<file path="src/rtl/au_lead_zero_seq.sv">
// au_lead_zero_seq: streaming multi-word leading-zero/one counter with valid/ready in and out
module au_lead_zero_seq #(
    parameter  int WIDTH     = 8,
    parameter  int MAX_WORDS = 4,
    parameter  int ARCH      = 0,
    localparam int CW        = $clog2(WIDTH * MAX_WORDS + 1)
) (
    input  logic             clk,
    input  logic             rst_n,
    input  logic             in_valid,
    output logic             in_ready,
    input  logic [WIDTH-1:0] in_data,
    input  logic             in_last,
    input  logic             in_inv,
    output logic             out_valid,
    input  logic             out_ready,
    output logic [CW-1:0]    out_cnt,
    output logic             out_no_det,
    output logic             out_ovf
);
    localparam int LW = $clog2(WIDTH + 1);
    localparam int IW = $clog2(MAX_WORDS + 1);

    typedef enum logic {ACC, HOLD} state_t;

    state_t            state;
    logic [CW-1:0]     acc_cnt, acc_n;
    logic [IW-1:0]     word_idx;
    logic              found, first, inv_q, ovf;
    logic              inv, fire, sat, found_n, ovf_n;
    logic [WIDTH-1:0]  d, smear, onehot;
    logic [LW-1:0]     lz;

    assign inv = first ? in_inv : inv_q;
    assign d   = in_data ^ {WIDTH{inv}};

    generate
        if (ARCH == 0) begin : g_ripple
            // smear[i] = OR of d from the MSB down to bit i, as a linear chain
            always_comb begin
                smear[WIDTH-1] = d[WIDTH-1];
                for (int i = WIDTH - 2; i >= 0; i--) smear[i] = smear[i+1] | d[i];
            end
        end else begin : g_tree
            // same smear built as a log-depth doubling prefix tree
            always_comb begin
                smear = d;
                for (int s = 1; s < WIDTH; s *= 2) smear = smear | (smear >> s);
            end
        end
    endgenerate

    assign onehot = d & ~(smear >> 1);

    // encode the one-hot leading '1' into a zero count; an all-zero word counts WIDTH
    always_comb begin
        lz = (|d) ? '0 : LW'(WIDTH);
        for (int i = 0; i < WIDTH; i++) lz = lz | (onehot[i] ? LW'(WIDTH - 1 - i) : '0);
    end

    assign sat       = word_idx == IW'(MAX_WORDS);
    assign acc_n     = (sat || found) ? acc_cnt : acc_cnt + CW'(lz);
    assign found_n   = found | (!sat && |d);
    assign ovf_n     = ovf | sat;
    assign out_valid = state == HOLD;
    assign in_ready  = (state == ACC) || out_ready;
    assign fire      = in_valid && in_ready;

    // accumulate per accepted word; a last word publishes the result and restarts the operand
    always_ff @(posedge clk or negedge rst_n) begin
        if (!rst_n) begin
            state      <= ACC;
            out_cnt    <= '0;
            out_no_det <= 1'b0;
            out_ovf    <= 1'b0;
            acc_cnt    <= '0;
            found      <= 1'b0;
            first      <= 1'b1;
            inv_q      <= 1'b0;
            word_idx   <= '0;
            ovf        <= 1'b0;
        end else begin
            if (out_ready) state <= ACC;
            if (fire) begin
                if (in_last) begin
                    state      <= HOLD;
                    out_cnt    <= acc_n;
                    out_no_det <= !found_n;
                    out_ovf    <= ovf_n;
                    acc_cnt    <= '0;
                    found      <= 1'b0;
                    first      <= 1'b1;
                    word_idx   <= '0;
                    ovf        <= 1'b0;
                end else begin
                    acc_cnt    <= acc_n;
                    found      <= found_n;
                    ovf        <= ovf_n;
                    first      <= 1'b0;
                    inv_q      <= inv;
                    word_idx   <= sat ? word_idx : word_idx + IW'(1);
                end
            end
        end
    end
endmodule

</file>
<file path="config.mk">
export PLATFORM = sky130hd
export DESIGN_NAME = au_lead_zero_seq
export DESIGN_NICKNAME = d
export VERILOG_FILES = /design/src/rtl/au_lead_zero_seq.sv
export SDC_FILE = /design/constraint.sdc
export NUM_CORES = 1
export LEC_CHECK = 0
export BUFFER_PORTS_ARGS = -buffer_cell sky130_fd_sc_hd__buf_2
export CAP_MARGIN = 30
export CORE_MARGIN = 2
export CORE_UTILIZATION = 55
export DETAILED_ROUTE_END_ITERATION = 10
export GPL_ROUTABILITY_DRIVEN = 1
export PLACE_DENSITY = 0.79
export SYNTH_ARGS = -nofsm -noshare
export SYNTH_HDL_FRONTEND = slang
export SYNTH_SLANG_ARGS = --single-unit
</file>
<file path="constraint.sdc">
create_clock -name clk -period 3.25 [get_ports clk]
set_input_delay 0 -clock clk [delete_from_list [all_inputs] [get_ports clk]]
set_output_delay 0 -clock clk [all_outputs]
set_load 0.01 [all_outputs]
</file>
* Yosys cells after proc, flatten, opt, wreduce, memory -nomap -nowiden *
Cells that the tools add are included.

operators by class
  equality and inequality tests = 2
  mux-type cells = 19
  reduce and logical (&&, ||, !) cells = 10
  bitwise gates (word level) = 20
  $add $sub $neg = 2

operator list
  operator                                      count
  2-to-1 mux 3 bit                              6
  OR 4 x 3 -> 4 bit                             4
  2-to-1 mux 6 bit                              2
  2-to-1 mux 1 bit                              8
  OR 1 bit                                      8
  OR 4 x 2 -> 4 bit                             2
  OR reduction 8 bit                            1
  XOR 8 bit                                     1
  AND 7 bit                                     1
  inverter 7 bit                                1
  adder 6 x 4 -> 6 bit                          1
  AND reduction 2 bit                           3
  2-to-1 mux 2 bit                              2
  2-to-1 mux 4 bit                              1
  OR 4 x 1 -> 4 bit                             1
  adder 3 x 1 -> 3 bit (second input constant)  1
  == test 3 bit (second input constant)         1
  logical AND 1 bit                             2
  zero test 1 bit                               2
  logical OR 1 bit                              2
  != test 2 bit (second input constant)         1
  inverter 1 bit                                2

storage, ports and cells
  output and inout port bits = 10
  register bits after elaboration = 22

* Logic depth before layout (Yosys ltp) *
Gate-level depths: netlist of the first run.

  depth in word-level cells = 21
  mapped depth = 13
  mapped depth without buffers = 13

* Least setup slack after synthesis of the first run *
No wires, ideal clock.

  path type = register -> register
  start point = register first
  end point = register acc_cnt[4]
  clock period less this slack = 2962 ps
  setup slack = 288 ps
  setup time = 121 ps
  arrival = 2841 ps
  cell stages (with the launch flop) = 14
  cells stage by stage = dfstp_2 mux2_2 a211o_1 nand3_1 a21boi_0 o31ai_1 ha_1 inv_1 fa_1 nor2b_1 o21ai_0 a21oi_1 o21ai_0 a22o_1

between the ends
  cells in the longest elaborated chain, start to end = 21

RTL lines
  element                          RTL line  source
  start: declaration               29        logic found, first, inv_q, ovf;
  start signal: assignment         78        first <= 1'b1;
  start signal: assignment         92        first <= 1'b1;
  start signal: assignment         99        first <= 1'b0;
  2-to-1 mux 1 bit (*)             34        assign inv = first ? in_inv : inv_q;
  XOR 8 bit (*)                    35        assign d = in_data ^ {WIDTH{inv}};
  OR 1 bit (6 in series)           42        for (int i = WIDTH - 2; i >= 0; i--) smear[i] = smear[i+1] | d[i];
  inverter 7 bit                   53        assign onehot = d & ~(smear >> 1);
  AND 7 bit                        53
  2-to-1 mux 3 bit                 58        for (int i = 0; i < WIDTH; i++) lz = lz | (onehot[i] ? LW'(WIDTH - 1 - i) : '0);
  OR 4 x 3 -> 4 bit (4 in series)  58
  OR 4 x 2 -> 4 bit (2 in series)  58
  OR 4 x 1 -> 4 bit (*)            58
  adder 6 x 4 -> 6 bit (*)         62        assign acc_n = (sat || found) ? acc_cnt : acc_cnt + CW'(lz);
  2-to-1 mux 6 bit (*)             62
  2-to-1 mux 6 bit (*)             85        if (in_last) begin
  end signal: assignment           96        acc_cnt <= acc_n;
  end: declaration                 27        logic [CW-1:0] acc_cnt, acc_n;

Mark *: on every way between the ends. The rest lies on a longest branch, timed or not.
A chain may end at the register's enable or synchronous reset.

* Worst setup path after layout of the first run *
Same ends and word-level chain as after synthesis.

==> metrics.md, run 1 <==
| Metric | Value |
|---|---|
| Max cap viols | 0 |
| Num ports | 24 |
| Synth warn | 0 |
| Distinct cell type count after synthesis | 40 |
| Die Y | 53.8 um |
| Hold Crit Start | in_last |
| Top cells by area, synth | dfrtp_1 38%, o21ai_0 7.7%, nand2_1 6.6% |
| Initial Util | 0.566 |
| Top_reg_cell synth | dfrtp_1 |
| Max Slew Vio Count | 0 |
| Status | finished clean |
| Pwr Density | 539 nW/um2 |
| Setup Crit Path Kind | register to register |
| Final Total Pwr | 0.000864 W |
| Clock power frac | 0.153 |
| RR Endpoint | acc_cnt[4]$_DFFE_PN0P_ |
| Largest net degree at the start of global routing | 23 |
| Critical path startpoint category | register |
| Most frequent cells in the layout | 24 x nand2_1, 23 x buf_2, 21 x o21ai_0, 21 x dfrtp_1, 12 x nor2_1 |
| Combinational power share | 0.395 |
| Cell count after synthesis | 156 |
| Filler instances | 196 |
| Cell taking the most area after synthesis | dfrtp_1 |
| Initial drt markers | 30 |
| Syn_area_per_cell | 8.75 um2 |
| Register-to-Register Path Depth | 13 |
| Synth Register Bits | 22 |
| Layout overhead on the synthesized area | 17.3% |
| Total Wirelength | 2990 um |
| Cell Int Power | 0.000540 W |
| # DRC | 0 |
| Proportion of layout cells with a drive suffix above 1 | 0.231 |
| Total CTS buffers | 3 |
| Antenna Nets Post-Route | 0 |
| CORE AREA | 2410 um2 |
| Mapped Area | 1370 um2 |
| First-pass GRT wire length | 4610 um |
| Worst VDD drop | 0.327 mV |
| Register-to-register setup slack | 0.06 ns |
| Critical path's largest stage delay | 0.58 ns |
| Slew HR | 0.587 |
| Die area | 2900 um2 |
| Largest regs | acc_cnt: 6 flops, out_cnt: 6 flops, word_idx: 3 flops |
| Placed cell area | 1500 um2 |
| Initial antenna violation count | 0 |
| FMAX | 0.313 GHz |
| CP dominant cell by count | o21ai_0 |
| Drt pass-1 iters | 4 |
| Final setup violation count | 0 |
| Total Routing Usage GR | 0.220 |
| Crit path capture type | register |
| CP max-delay cell | dfstp_2 |
| Routability cong. | 0.810 |
| Crit path to | acc_cnt[4]$_DFFE_PN0P_ |
| Antenna cells | 0 |
| Leakage power | 0.761 nW |
| DR vias/cell | 5.79 |
| DP Wirelength | 2190 um |
| Tightest Hold Check Type | primary input to register |
| Asr flop ratio synth | 1.00 |
| Die X | 53.8 um |
| Register share of total power | 0.452 |
| EDFF count, synth | 0 |
| Critical path origin | first$_DFFE_PN1P_ |
| H-tree depth | 1 |
| Clk root buf | clkbuf_4 |
| Most common cell after layout, fill and taps aside | nand2_1 |
| Max Root-Sink Buffers | 2 |
| # clock sinks | 22 |
| Seq/Total Area, Yosys | 0.404 |
| Switching share of power | 0.375 |
| WL per Instance | 13.8 um |
| Measured slew at the worst slew-check pin | 0.618 ns |
| Setup Skew | 0.00618 ns |
| Final Cycle Share | 0.983 |
| Grt ovf | 0 |
| # nets final | 208 |
| Endpoints failing hold | 0 |
| Final Cell Area | 1600 um2 |
| DR vias | 1251 |
| Share of the synthesized area in the top cell type | 0.385 |
| Skew-Pair Late Insertion Delay | 0.32 ns |
| WP data arrival | 3.41 ns |
| CTS clk-pin slew, worst paths | 0.12 ns |
| CP Max Fanout | 4 |
| Switching pwr | 0.000324 W |
| Setup TNS | 0 ns |
| Minimum clock period | 3.19 ns |
| Vias in the first global route | 1100 |
| Crit path cell chain | mux2_4 > a211o_1 > nand3_1 > a21boi_0 > o31ai_1 > ha_2 > inv_1 > fa_2 > nor2b_2 > o21ai_0 > a21oi_2 > o21ai_0 > a22o_1 |
| R2R Path Start | first$_DFFE_PN1P_ |
| CP required | 3.46 ns |
| Row count | 18 |
| Synthesized net count | 177 |
| CTS tree | done |
| Port Buffer Count | 23 |
==> kinds of logic after synthesis <==
family	after synthesis	synth area share
buf+inv	15	0.0412
flops	22	0.404
simple gates	53	0.177
xor+xnor	3	0.0193
fa+ha+maj	7	0.0697
mux	5	0.0376
compound gates	51	0.251
==> synth_stat cells (3+ instances only) <==
master	number
nand2_1	24
dfrtp_1	21
o21ai_0	21
nor2_1	12
inv_1	11
a21oi_1	7
ha_1	6
clkbuf_1	4
mux2i_1	4
nor3_1	4
nand2b_1	3
nand3_1	3
==> how the worst min path moves through the flow <==
stage                                   to  cells after the start
CTS                 acc_cnt[5]$_DFFE_PN0P_                      2
global placement    out_cnt[5]$_DFFE_PN0P_                      1
detailed placement  out_cnt[4]$_DFFE_PN0P_                      1
global route        acc_cnt[5]$_DFFE_PN0P_                      2
finish              acc_cnt[5]$_DFFE_PN0P_                      2
floorplan           acc_cnt[0]$_DFFE_PN0P_                      0
==> repair_timing <==
item | 4_1_cts | 5_1_grt
endpoints found under the setup margin | 1 | 2
hold buffers | 2 | 0
pin swaps | 1 | 4
setup buffers | 0 | 5
hold endpoints to repair | 23 | 0
gates resized for setup | 0 | 5
==> critical path: cells and delay by family, from the launching register on <==
kind                     cells  cell delay [ns]
flip-flops                   1             0.58
buffers and inverters        1             0.06
AO/OA/AOI/OAI                7             1.28
AND/OR/NAND/NOR              2             0.23
adder cells (fa/ha/maj)      2             0.60
multiplexers                 1             0.32
==> layer usage <==
metal,global-route usage,share of wire
met4,0.0812,0.018
met2,0.411,0.51
met1,0.247,0.41
met3,0.0361,0.055
met5,0,0
==> power by group through the flow <==
stage | registers [W] | clock network, W | logic [W]
4_1_cts | 0.000390 | 0.000130 | 0.000316
3_3_place_gp | 0.000392 | 0 | 0.000300
6_report | 0.000390 | 0.000132 | 0.000341
5_1_grt | 0.000399 | 0.000146 | 0.000379
3_5_place_dp | 0.000395 | 0 | 0.000313
2_1_floorplan | 0.000401 | 0 | 0.000208
==> cell type report <==
class,count,area (um2),area share
Multi-Input combinational cell,119,772,0.482
Sequential cell,22,552,0.345
Timing Repair Buffer,30,173,0.108
Inverter,11,41.3,0.0258
Tap cell,30,37.5,0.0234
Clock buffer,4,26.3,0.0164
==> per-stage QoR <==
step | utilization | worst slack (ns) | hold WS, ns | std cells
after CTS | 0.643 | 0.0194 | 0.0457 | 211
after global placement | 0.624 | 0.174 | -0.0191 | 205
after detailed placement | 0.624 | -0.000799 | -0.0144 | 205
final | 0.665 | 0.0568 | 0.0441 | 216
after global routing | 0.665 | -0.0702 | 0.0567 | 216
after floorplan | - | 0.288 | -0.296 | 156
Note: power is estimated with default switching activity, not from simulation.
==> run 2: changes to the inputs <==
- clock period: 3.25 -> 3.4 ns (I/O delays scaled with it)
==> metrics.md, run 2 (synthesized netlist as in run 1, its figures left out) <==
| Metric | Value |
|---|---|
| First-pass GRT wire length | 4610 um (unchanged) |
| Num ports | 24 (unchanged) |
| Grt ovf | 0 (unchanged) |
| Setup Crit Path Kind | register to register |
| Drt pass-1 iters | 4 (unchanged) |
| CP required | 3.61 ns (+0.15 ns) |
| CTS clk-pin slew, worst paths | 0.12 ns (about the same) |
| Row count | 18 (unchanged) |
| RR Endpoint | acc_cnt[4]$_DFFE_PN0P_ |
| Measured slew at the worst slew-check pin | 0.606 ns (-0.0114 ns) |
| Antenna Nets Post-Route | 0 (unchanged) |
| CP max-delay cell | dfstp_2 |
| CORE AREA | 2410 um2 (unchanged) |
| Largest regs | acc_cnt: 6 flops, out_cnt: 6 flops, word_idx: 3 flops |
| Critical path startpoint category | register |
| Critical path origin | first$_DFFE_PN1P_ |
| Setup Skew | 0.00449 ns (-0.00168 ns) |
| Layout overhead on the synthesized area | 13.7% |
| Register-to-Register Path Depth | 13 (unchanged) |
| FMAX | 0.313 GHz (about the same) |
| Pwr Density | 513 nW/um2 (-4.9%) |
| R2R Path Start | first$_DFFE_PN1P_ |
| # nets final | 203 (-2.4%) |
| Skew-Pair Late Insertion Delay | 0.31 ns (about the same) |
| H-tree depth | 1 (unchanged) |
| Total CTS buffers | 3 (unchanged) |
| CP Max Fanout | 6 (+2) |
| CP dominant cell by count | o21ai_0 |
| Critical path's largest stage delay | 0.57 ns (about the same) |
| Initial antenna violation count | 0 (unchanged) |
| Worst VDD drop | 0.307 mV (-6.1%) |
| Largest net degree at the start of global routing | 23 (unchanged) |
| Post-place setup slack | 0.149 ns (+0.150 ns) |
| DP Wirelength | 2190 um (unchanged) |
| Max Slew Vio Count | 0 (unchanged) |
| Crit path cell chain | mux2_2 > a211o_1 > nand3_1 > a21boi_0 > o31ai_1 > ha_1 > inv_1 > fa_1 > nor2b_1 > o21ai_0 > a21oi_2 > o21ai_0 > a22o_1 |
| Crit path capture type | register |
| # clock sinks | 22 (unchanged) |
| Tightest Hold Check Type | primary input to register |
| Crit path to | acc_cnt[4]$_DFFE_PN0P_ |
| DR vias/cell | 5.69 (-1.7%) |
| # DRC | 0 (unchanged) |
| Setup TNS | 0 ns (unchanged) |
| Register-to-register setup slack | 0.21 ns (+0.15 ns) |
| RSZ-0062 raised after global routing | no |
| Port Buffer Count | 23 (unchanged) |
| DR vias | 1201 (-4.0%) |
| Multi-input gate area | 761 um2 (-1.5%) |
| FF+latch area | 552 um2 (unchanged) |
| Vias in the first global route | 1100 (unchanged) |
| Most common cell after layout, fill and taps aside | nand2_1 |
| Total Wirelength | 2780 um (-6.7%) |
| Initial Util | 0.566 (unchanged) |
| Proportion of layout cells with a drive suffix above 1 | 0.193 (-0.0378) |
| Final Total Pwr | 0.000796 W (-7.8%) |
| Minimum clock period | 3.19 ns (-0.000686 ns) |
| GR peak layer | met2 |
| Status | finished clean |
| CTS tree | done |
| Filler instances | 199 (+1.5%) |
| Clk root buf | clkbuf_4 |
| Most frequent cells in the layout | 24 x nand2_1, 23 x buf_2, 21 x o21ai_0, 21 x dfrtp_1, 12 x nor2_1 |
| Final core occ | 0.644 (-0.0202) |
| Final setup violation count | 0 (unchanged) |
| Die X | 53.8 um (unchanged) |
| Leakage power | 0.733 nW (-3.6%) |
| Endpoints failing hold | 0 (unchanged) |
| GR Util met3 | 0.0361 (unchanged) |
| Final WS setup | 0.208 ns (+0.151 ns) |
| Max cap viols | 0 (unchanged) |
| Max Root-Sink Buffers | 2 (unchanged) |
| Die area | 2900 um2 (unchanged) |
| Global-route met1 utilization | 0.247 (unchanged) |
| WL per Instance | 13.2 um (-4.5%) |
| Die Y | 53.8 um (unchanged) |
| Slew HR | 0.595 (+0.00763) |
| Final Cycle Share | 0.939 (-0.0435) |
| Hold Slack | 0.0536 ns (+0.00949 ns) |
| Antenna cells | 0 (unchanged) |
| Total Routing Usage GR | 0.220 (unchanged) |
| Initial drt markers | 28 (-6.7%) |
| WP data arrival | 3.40 ns (about the same) |
| Routing usage on met2 | 0.411 (unchanged) |
| Routability cong. | 0.810 (about the same) |
## run 2: report_power, final
part           internal, W  leakage (nW)  switching, W
registers         0.000324         0.289     0.0000476
clock network    0.0000459        0.0150     0.0000784
logic             0.000129         0.429      0.000171
## run 2: through the flow
| stage | instances | area (um2) |
|---|---|---|
| after detailed placement | 205 | 1500 |
| final | 211 | 1550 |
| after floorplan | 156 | 1370 |
| after global placement | 205 | 1500 |
| after CTS | 211 | 1550 |
| after global routing | 211 | 1550 |
## run 2: repair_timing
action | CTS | global route
hold buffers | 2 | 0
setup buffers | 0 | 0
endpoints found under the setup margin | 0 | 2
endpoints found under the hold margin | 23 | 0
resized for setup | 0 | 1
## run 2: layout make-up
cell class | count | share of cell area
clock buffer | 4 | 0.0169
inverter | 11 | 0.0266
multi-input combinational | 119 | 0.490
sequential | 22 | 0.355
tap | 30 | 0.0242
timing repair buffer | 25 | 0.0870
## run 2: worst min-delay path by stage
| stage | cells after the start | slack [ns] | end | from |
|---|---|---|---|---|
| detailed placement | 1 | -0.01 | out_cnt[4]$_DFFE_PN0P_ | rst_n |
| finish | 2 | 0.05 | acc_cnt[5]$_DFFE_PN0P_ | in_last |
| global route | 2 | 0.06 | acc_cnt[5]$_DFFE_PN0P_ | in_last |
| CTS | 2 | 0.05 | acc_cnt[5]$_DFFE_PN0P_ | in_last |
| global placement | 1 | -0.02 | out_cnt[5]$_DFFE_PN0P_ | rst_n |
| floorplan | 0 | -0.30 | acc_cnt[0]$_DFFE_PN0P_ | rst_n |
## run 2: layer usage
| layer | vias to the layer above | part of all wire |
|---|---|---|
| met5 | - | 0 |
| met4 | 0 | 0.011 |
| met3 | 2 | 0.046 |
| met2 | 33 | 0.51 |
| met1 | 563 | 0.44 |
| li1 | 603 | - |
## run 2: worst max-delay path: cells and delay by family (launching register included)
| family | cells | cell delay (ns) |
|---|---|---|
| mux | 1 | 0.38 |
| buf+inv | 1 | 0.07 |
| compound gates | 7 | 1.18 |
| flops | 1 | 0.57 |
| simple gates | 2 | 0.23 |
| fa+ha+maj | 2 | 0.64 |
